[src/rtl/cpu_pkg.sv]
// Shared definitions for the GCD CPU: word size, NOP encoding, instruction
// memory depth and the program-loader state encoding.
package cpu_pkg;

    localparam int          WORD_W     = 32;
    localparam logic [31:0] NOP_INSTR  = 32'd0;
    localparam int          IMEM_DEPTH = 128;

    typedef enum logic [1:0] {
        IDLE = 2'd0,
        LOAD = 2'd1,
        DONE = 2'd2
    } load_state_t;

endpackage

[src/rtl/imem_loader_word_assembler.sv]
// Packs a byte stream into big-endian 32-bit words. Flags a full word on its
// 4th byte and a zero-padded partial word when the stream ends mid-word.
module imem_loader_word_assembler
    import cpu_pkg::*;
(
    input  logic              clk,
    input  logic              rst,
    input  logic              clear,
    input  logic              byte_en,
    input  logic [7:0]        byte_data,
    input  logic              byte_last,
    output logic [WORD_W-1:0] word,
    output logic              word_complete,
    output logic              word_partial
);

    logic [23:0] shift_r;
    logic [1:0]  count_r;

    // Place the incoming byte behind the bytes already held, padding low bytes with zero.
    always_comb begin
        word = {shift_r, byte_data};
        case (count_r)
            2'd0:    word = {byte_data, 24'd0};
            2'd1:    word = {shift_r[7:0], byte_data, 16'd0};
            2'd2:    word = {shift_r[15:0], byte_data, 8'd0};
            2'd3:    word = {shift_r, byte_data};
            default: word = {shift_r, byte_data};
        endcase
    end

    assign word_complete = byte_en && (count_r == 2'd3);
    assign word_partial  = byte_en && byte_last && (count_r != 2'd3);

    // Byte shift register and position counter; a finished or truncated word restarts the group.
    always_ff @(posedge clk) begin
        if (rst || clear) begin
            shift_r <= 24'd0;
            count_r <= 2'd0;
        end else if (byte_en) begin
            if ((count_r == 2'd3) || byte_last) begin
                shift_r <= 24'd0;
                count_r <= 2'd0;
            end else begin
                shift_r <= {shift_r[15:0], byte_data};
                count_r <= count_r + 2'd1;
            end
        end
    end

endmodule

[src/rtl/imem_loader.sv]
// Instruction memory with a byte-stream program loader on the write side and
// a one-cycle registered fetch port; the CPU is held in reset while loading.
module imem_loader
    import cpu_pkg::*;
#(
    parameter int DEPTH  = IMEM_DEPTH,
    parameter int ADDR_W = 7
) (
    input  logic              clk,
    input  logic              rst,
    input  logic              load_req,
    input  logic              in_valid,
    input  logic [7:0]        in_data,
    input  logic              in_last,
    output logic              in_ready,
    output logic              cpu_hold,
    output logic              load_done,
    output logic              load_err,
    output logic [ADDR_W:0]   words_loaded,
    input  logic [WORD_W-1:0] fetch_addr,
    output logic [WORD_W-1:0] instr
);

    localparam logic [ADDR_W:0] FULL_WPTR = (ADDR_W + 1)'(DEPTH);

    load_state_t       state_r;
    logic [ADDR_W:0]   wptr_r;
    logic [WORD_W-1:0] mem_r [DEPTH];

    logic              accept_s;
    logic              asm_clear_s;
    logic              word_complete_s;
    logic              word_partial_s;
    logic              word_ready_s;
    logic              mem_we_s;
    logic              hold_next_s;
    logic [WORD_W-1:0] asm_word_s;
    logic              unused_addr_bits;

    assign accept_s     = in_valid && in_ready;
    assign asm_clear_s  = (state_r == IDLE) && load_req;
    assign word_ready_s = accept_s && (word_complete_s || word_partial_s);
    assign mem_we_s     = word_ready_s && (wptr_r != FULL_WPTR);
    assign words_loaded = wptr_r;

    assign unused_addr_bits = ^{fetch_addr[WORD_W-1:ADDR_W+2], fetch_addr[1:0]};

    imem_loader_word_assembler u_asm (
        .clk           (clk),
        .rst           (rst),
        .clear         (asm_clear_s),
        .byte_en       (accept_s),
        .byte_data     (in_data),
        .byte_last     (in_last),
        .word          (asm_word_s),
        .word_complete (word_complete_s),
        .word_partial  (word_partial_s)
    );

    // Next value of cpu_hold, shared with the read port so instr is NOP for the whole hold window.
    always_comb begin
        hold_next_s = cpu_hold;
        if (rst) begin
            hold_next_s = 1'b0;
        end else begin
            case (state_r)
                IDLE:    hold_next_s = load_req ? 1'b1 : cpu_hold;
                LOAD:    hold_next_s = cpu_hold;
                DONE:    hold_next_s = 1'b0;
                default: hold_next_s = 1'b0;
            endcase
        end
    end

    // Loader FSM with registered handshake, status and write pointer.
    always_ff @(posedge clk) begin
        if (rst) begin
            state_r   <= IDLE;
            in_ready  <= 1'b0;
            cpu_hold  <= 1'b0;
            load_done <= 1'b0;
            load_err  <= 1'b0;
            wptr_r    <= '0;
        end else begin
            cpu_hold <= hold_next_s;
            case (state_r)
                IDLE: begin
                    load_done <= 1'b0;
                    if (load_req) begin
                        state_r  <= LOAD;
                        in_ready <= 1'b1;
                        load_err <= 1'b0;
                        wptr_r   <= '0;
                    end
                end
                LOAD: begin
                    if (accept_s) begin
                        // Words beyond the array are dropped; the count saturates at DEPTH.
                        if (word_ready_s) begin
                            if (wptr_r == FULL_WPTR) begin
                                load_err <= 1'b1;
                            end else begin
                                wptr_r <= wptr_r + 1'b1;
                            end
                            if (word_partial_s) begin
                                load_err <= 1'b1;
                            end
                        end
                        if (in_last) begin
                            state_r   <= DONE;
                            in_ready  <= 1'b0;
                            load_done <= 1'b1;
                        end
                    end
                end
                DONE: begin
                    state_r   <= IDLE;
                    load_done <= 1'b0;
                end
                default: begin
                    state_r   <= IDLE;
                    in_ready  <= 1'b0;
                    load_done <= 1'b0;
                end
            endcase
        end
    end

    // Instruction array write port; contents survive reset.
    always_ff @(posedge clk) begin
        if (mem_we_s) begin
            mem_r[wptr_r[ADDR_W-1:0]] <= asm_word_s;
        end
    end

    // Fetch port: word-indexed, wraps modulo DEPTH, NOP while the CPU is held.
    always_ff @(posedge clk) begin
        if (rst) begin
            instr <= NOP_INSTR;
        end else if (hold_next_s) begin
            instr <= NOP_INSTR;
        end else begin
            instr <= mem_r[fetch_addr[ADDR_W+1:2]];
        end
    end

endmodule

[config.mk]
export PLATFORM = sky130hd
export DESIGN_NAME = imem_loader
export DESIGN_NICKNAME = d
export VERILOG_FILES = /design/src/rtl/cpu_pkg.sv /design/src/rtl/imem_loader_word_assembler.sv /design/src/rtl/imem_loader.sv
export SDC_FILE = /design/constraint.sdc
export NUM_CORES = 2
export LEC_CHECK = 0
export CAP_MARGIN = 40
export CORE_MARGIN = 1.5
export CORE_UTILIZATION = 43
export DETAILED_ROUTE_END_ITERATION = 10
export PLACE_DENSITY = 0.59
export SETUP_SLACK_MARGIN = 0.2
export SYNTH_ARGS = -nofsm -noshare
export SYNTH_HDL_FRONTEND = slang
export SYNTH_SLANG_ARGS = --single-unit
[constraint.sdc]
create_clock -name clk -period 17.3 [get_ports clk]
set_input_delay 3.46 -clock clk [delete_from_list [all_inputs] [get_ports clk]]
set_output_delay 3.46 -clock clk [all_outputs]
set_load 0.005 [all_outputs]
* After elaboration in Yosys (flattened, before gate mapping) *
Memory sizes are Yosys's and may differ from the RTL's. A register that Yosys moved wholly into a read port is not among the register bits.
Cells that the tools add are included.

operators by class
  divide/modulo/power cells = 0
  bitwise logic cells = 2
  add/sub/neg operators = 2
  muxes and demuxes = 27
  shift-type cells = 0
  equal/unequal tests = 14
  order comparisons = 0
  reduce and logical (&&, ||, !) cells = 20
  $mul = 0

operators with widths
  operator                                                          number
  32-bit case mux with 4 select lines                               1
  8-bit two-way mux                                                 4
  24-bit two-way mux                                                1
  8-bit case mux with 2 select lines                                1
  1-bit two-way mux                                                 12
  2-bit inequality test (second input constant)                     6
  5-bit AND reduction                                               2
  8-bit by 1-bit adder with 8-bit output (second input constant)    1
  8-bit == test (second input constant)                             1
  2-bit two-way mux                                                 4
  8-bit inequality test (second input constant)                     1
  1-bit logical AND                                                 7
  2-bit == test (second input constant)                             3
  2-bit by 1-bit == test with 1-bit output (second input constant)  2
  2-bit zero test                                                   2
  1-bit case mux with 2 select lines                                2
  2-bit case mux with 2 select lines                                1
  4-bit AND reduction                                               1
  2-bit OR reduction                                                2
  1-bit logical OR                                                  3
  3-bit inequality test (second input constant)                     1
  1-bit case mux with 3 select lines                                1
  3-bit AND reduction                                               1
  2-bit by 1-bit adder with 2-bit output (second input constant)    1
  other kinds (3)                                                   4

storage, ports and cells
  memories kept = 1
  register bits after elaboration = 40
  logic and storage cells = 74
  bits in latches = 0
  RAM bits = 4096
  output and inout port bits = 44
  memory bits (read-only) = 0

memory list
  name   depth  width  rd ports  clocked after Yosys merged registers in  wr ports  RTL line           source
  mem_r  128    32     1         1                                        1         imem_loader.sv:28  logic [WORD_W-1:0] mem_r [DEPTH];

* Longest topological paths before layout *
  depth in word-level cells = 8
  gate-level depth with buffers = 12
  depth with buffers taken out = 8

* Hierarchy *
From an unflattened synthesis, not the netlist that was laid out.

unflattened totals
  cells, all modules = 7257
  area total of the unflattened synthesis = 160169.9 um^2

modules (own cells, without submodules)
  module                      area each (um^2)  cells each  instances  seq. area each (um^2)
  imem_loader                 158703.5          7111        1          123918.8
  imem_loader_word_assembler  1466.4            146         1          520.5

* Worst setup path before layout *
OpenSTA, ideal clock, no wires.

  path type = input-to-reg
  start point = input port in_data[0]
  end point = memory mem_r[0][24] (data pin)
  required time = 16381 ps
  arrival = 7114 ps
  setup slack = 9266 ps
  path buffers = 0
  library setup time = 919 ps
  cell stages on the path = 2
  cell sequence = inv_1 mux2i_1

between the ends
  longest elaborated chain between the ends = 1

RTL lines
  element                              RTL line                          source
  start: declaration                   imem_loader.sv:13                 input logic [7:0] in_data,
  32-bit case mux with 4 select lines  imem_loader_word_assembler.sv:23  case (count_r)
  named net asm_word_s[24]             imem_loader.sv:37                 logic [WORD_W-1:0] asm_word_s;
  end: declaration                     imem_loader.sv:28

The timed path passes the listed nets, and every way through them passes these cells.

==> flow_summary.rst <==
.. list-table::
   :header-rows: 1

   * - Metric
     - Value
   * - Pin count of the biggest net entering global routing
     - around 140
   * - Count of cell types in the netlist
     - 53
   * - Critical path peak fanout
     - 94
   * - H-tree depth
     - 5
   * - Number of hold buffers added after CTS
     - 0
   * - Post-CTS Resized
     - 0
   * - Sw Ratio
     - 0.205
   * - Commonest cells in the synthesized netlist
     - sky130_fd_sc_hd__edfxtp_1 (4096), sky130_fd_sc_hd__mux4_2 (888), sky130_fd_sc_hd__a22oi_1 (296), sky130_fd_sc_hd__mux2i_1 (270), sky130_fd_sc_hd__nor2_1 (227)
   * - Routed length per instance
     - approximately 33 µm
   * - Drt drc
     - 0
   * - Gr ovfl total
     - 0
   * - Clk pwr share
     - 0.438
   * - Placed instance area
     - 168000 µm²
   * - Origin of the critical flop-to-flop path
     - words_loaded[1]
   * - Antenna Violating Nets Remaining
     - 0
   * - Worst path setup slack after routing
     - roughly 9.5 ns
   * - Ratio of final minimum period to clock period
     - 0.452
   * - Post-DP HPWL
     - around 230 mm
   * - Part of the total power dissipated in combinational logic
     - 0.030
   * - Worst-path clk slew
     - about 0.060 ns
   * - Overall die height
     - 610 µm
   * - Die Width
     - 610 µm
   * - Share of flip-flops with an asynchronous set or reset after synthesis
     - 0
   * - Post-synthesis sequential element count
     - 4168
   * - Endpoints failing setup
     - 0
   * - Critical path launch point type
     - primary input
   * - Reg2reg path depth
     - 9
   * - Total via count in the routed design
     - 77235
   * - Vias in the first global route
     - 78104
   * - Synthesized area
     - 159000 µm²
   * - Number of top-level pins
     - just under 90
   * - Synthesized netlist cell count
     - 7223
   * - Kind of critical path
     - in -> reg
   * - Post-layout instance count excluding filler cells
     - ~13000
   * - Clock Latency Late Sink
     - 0.97 ns
   * - Data arrival time at the worst-slack endpoint
     - 8.66 ns
   * - Biggest area contributors in the synthesized netlist
     - sky130_fd_sc_hd__edfxtp_1 (78%), sky130_fd_sc_hd__mux4_2 (13%), sky130_fd_sc_hd__mux2i_1 (1.7%)
   * - Root Buffer Master
     - sky130_fd_sc_hd__clkbuf_16
   * - WP data required
     - between 15 and 20 ns
   * - Power per cell area
     - ~110 nW/µm²
   * - WL final
     - roughly 420 mm
   * - EDFF count, synth
     - between 4000 and 5000
   * - Last weighted congestion value of the routability-driven placer
     - ~0.8
   * - Fraction of layout instances using a drive strength above 1
     - 0.269
   * - Global routing usage summed across all routing layers
     - 0.223
   * - 1st-pass router iterations
     - 6
   * - Post-DR vias/cell
     - 6.03
   * - Nets
     - between 7000 and 8000
   * - Worst hold stages
     - 2
   * - Post-Route Skew
     - around 0.076 ns
   * - Setup slack of the most critical reg-to-reg path
     - about 13 ns
   * - Area share of the largest cell type after synthesis
     - 0.775
   * - Number of warnings reported in the yosys synthesis log
     - 0
   * - CORE AREA
     - 366000 µm²
   * - Post-CTS setup repair buffer count
     - 0
   * - Number of placed instances, taps included
     - approximately 12000
   * - Hold-critical path endpoint
     - load_done
   * - Reported net switching power
     - 4220 µW
   * - Fraction of the yosys area taken by sequential cells
     - 0.784
   * - Iteration-0 DRC count of the detailed router
     - just over 9000
   * - Pleak
     - approximately 0.063 µW
   * - Worst Setup End Kind
     - flip-flop
   * - Post-placement worst setup slack
     - about 8.3 ns
   * - Achievable frequency
     - 128 MHz
   * - Total nets after synthesis
     - ~7300
   * - Worst flop-to-flop path endpoint
     - mem_r[37][23]
   * - Num CTS Buffers
     - around 420
   * - Final critical-path required period
     - just under 8 ns
   * - Cell taking the most area after synthesis
     - sky130_fd_sc_hd__edfxtp_1
   * - Reg power frac
     - 0.532
   * - Slew HR
     - 0.270
   * - # Max-Cap Violations
     - 0
   * - Transition at the pin with the smallest max-transition slack
     - 1.09 ns
   * - Wire length of the first global-routing pass
     - about 600 mm
   * - Design area
     - 182000 µm²
   * - Number of slew-limit violations in the final report
     - 0
   * - Top_reg_cell synth
     - sky130_fd_sc_hd__edfxtp_1
   * - Cell internal power dissipation
     - around 16000 µW
   * - Count leader, synth
     - sky130_fd_sc_hd__edfxtp_1
   * - Worst voltage drop across the vdd grid
     - 82.6 µV
   * - Synthesized area divided by synthesized cell count
     - 22.0 µm²
   * - Placement row count
     - ~220
   * - Beginning of the worst hold path
     - load_done
   * - Area growth from synthesis to layout
     - 14.4%
   * - Final-layout worst hold slack
     - about 0.46 ns
   * - CTS tree
     - built
   * - Total of buffers placed on input and output ports
     - between 60 and 70
   * - Class of the tightest hold or removal check
     - reg -> reg
   * - Number of antenna violations at the first check in global routing
     - 30
   * - Status
     - completed
   * - Initial Util
     - 0.433
   * - Clock Sinks
     - about 4200
   * - Setup repair after global routing missed its margin
     - false
   * - Die Area
     - 373000 µm²
   * - Clock buffer depth
     - 4
   * - Setup TNS Final
     - 0 ns
   * - Hold violation count in the final report
     - 0
## final cells by class
type,instances,area [µm²]
fillers,28967,185000
flip-flops and latches,4168,124000
multi-input cells,2620,33600
clock buffers,524,11100
well taps,4816,6030
repair buffers,389,3720
clock inverters,245,2520
inverters,18,67.6
diodes,19,47.5
## metal layers
layer,wire length [µm],track usage,share of wire
met1,173000,0.316,0.41
met2,201000,0.359,0.48
met3,31700,0.0326,0.076
met4,13200,0.0669,0.031
met5,77,0,0.00018
## placed cells by master (no fill, tap or decap), types with 18 or more instances in the layout
cell                                 n
sky130_fd_sc_hd__buf_16             21
sky130_fd_sc_hd__clkbuf_16         422
sky130_fd_sc_hd__nor2_4            147
sky130_fd_sc_hd__nand3_1            44
sky130_fd_sc_hd__or4_1              29
sky130_fd_sc_hd__a22o_1             49
sky130_fd_sc_hd__clkinv_2           71
sky130_fd_sc_hd__a22oi_1           296
sky130_fd_sc_hd__o21a_1             29
sky130_fd_sc_hd__nand2_1           170
sky130_fd_sc_hd__a221oi_1           51
sky130_fd_sc_hd__mux2i_1           262
sky130_fd_sc_hd__diode_2            19
sky130_fd_sc_hd__a31oi_1            28
sky130_fd_sc_hd__o22ai_1            51
sky130_fd_sc_hd__dfxtp_1            72
sky130_fd_sc_hd__o21ai_0            26
sky130_fd_sc_hd__clkbuf_8           18
sky130_fd_sc_hd__buf_4             284
sky130_fd_sc_hd__mux4_2            888
sky130_fd_sc_hd__clkinv_1           95
sky130_fd_sc_hd__a2111oi_2          21
sky130_fd_sc_hd__o221ai_1           29
sky130_fd_sc_hd__edfxtp_1         4096
sky130_fd_sc_hd__nor2_1             80
sky130_fd_sc_hd__a21oi_1           101
sky130_fd_sc_hd__nor3_1             37
sky130_fd_sc_hd__clkbuf_1           84
sky130_fd_sc_hd__buf_12             18
sky130_fd_sc_hd__bufinv_16          46
sky130_fd_sc_hd__mux2_2            119
sky130_fd_sc_hd__nand4_1            28
sky130_fd_sc_hd__clkdlybuf4s50_1    58
## through the flow
stage / total power, µW / util
3_3_place_gp: 11800 / 0.456
5_1_grt: 21200 / 0.495
4_1_cts: 20800 / 0.495
6_report: 20600 / 0.496
2_1_floorplan: 11600 / -
3_5_place_dp: 11800 / 0.458
## power by group through the flow
| stage | sequential, µW | combinational [µW] | clock (µW) |
|---|---|---|---|
| after CTS | 11000 | 626 | 9170 |
| after detailed placement | 11200 | 626 | 0 |
| final | 11000 | 619 | 9050 |
| after floorplan | 11200 | 380 | 0 |
| after global routing | 11000 | 650 | 9530 |
| after global placement | 11200 | 610 | 0 |
## worst max path at each step
stage,startpoint,slack (ns),end
final,fetch_addr[2],9.48,instr[16]
after global routing,fetch_addr[2],9.06,instr[16]
after CTS,fetch_addr[2],9.39,instr[16]
after detailed placement,fetch_addr[2],8.35,instr[16]
after global placement,fetch_addr[2],8.32,instr[16]
after floorplan,in_data[0],9.27,mem_r[0][24]
## worst max-delay path: stages
cell	delay (ns)
sky130_fd_sc_hd__buf_16	0.49
sky130_fd_sc_hd__buf_4	0.79
sky130_fd_sc_hd__buf_4	0.73
sky130_fd_sc_hd__buf_4	0.77
sky130_fd_sc_hd__mux4_2	0.62
sky130_fd_sc_hd__mux2i_1	0.19
sky130_fd_sc_hd__o21ai_0	0.29
sky130_fd_sc_hd__nor3_1	0.44
sky130_fd_sc_hd__nor4_1	0.13
sky130_fd_sc_hd__buf_4	0.22
sky130_fd_sc_hd__or4_1	0.40
## kinds of logic after synthesis
kind of cell	Yosys count	share of synthesized area
AO/OA/AOI/OAI	727	0.0341
buffers and inverters	435	0.0122
multiplexers	1277	0.152
adder cells (fa/ha/maj)	6	0.000473
XOR/XNOR	6	0.000331
flip-flops	4168	0.784
AND/OR/NAND/NOR	604	0.0171
## state kept, by name, summed over array words and instances (netlist names)
signal	count
cpu_hold	1
in_ready	1
instr	32
load_done	1
load_err	1
mem_r	4096
state_r	2
u_asm.count_r	2
u_asm.shift_r	24
words_loaded	8
(Power assumes the default switching activity.)
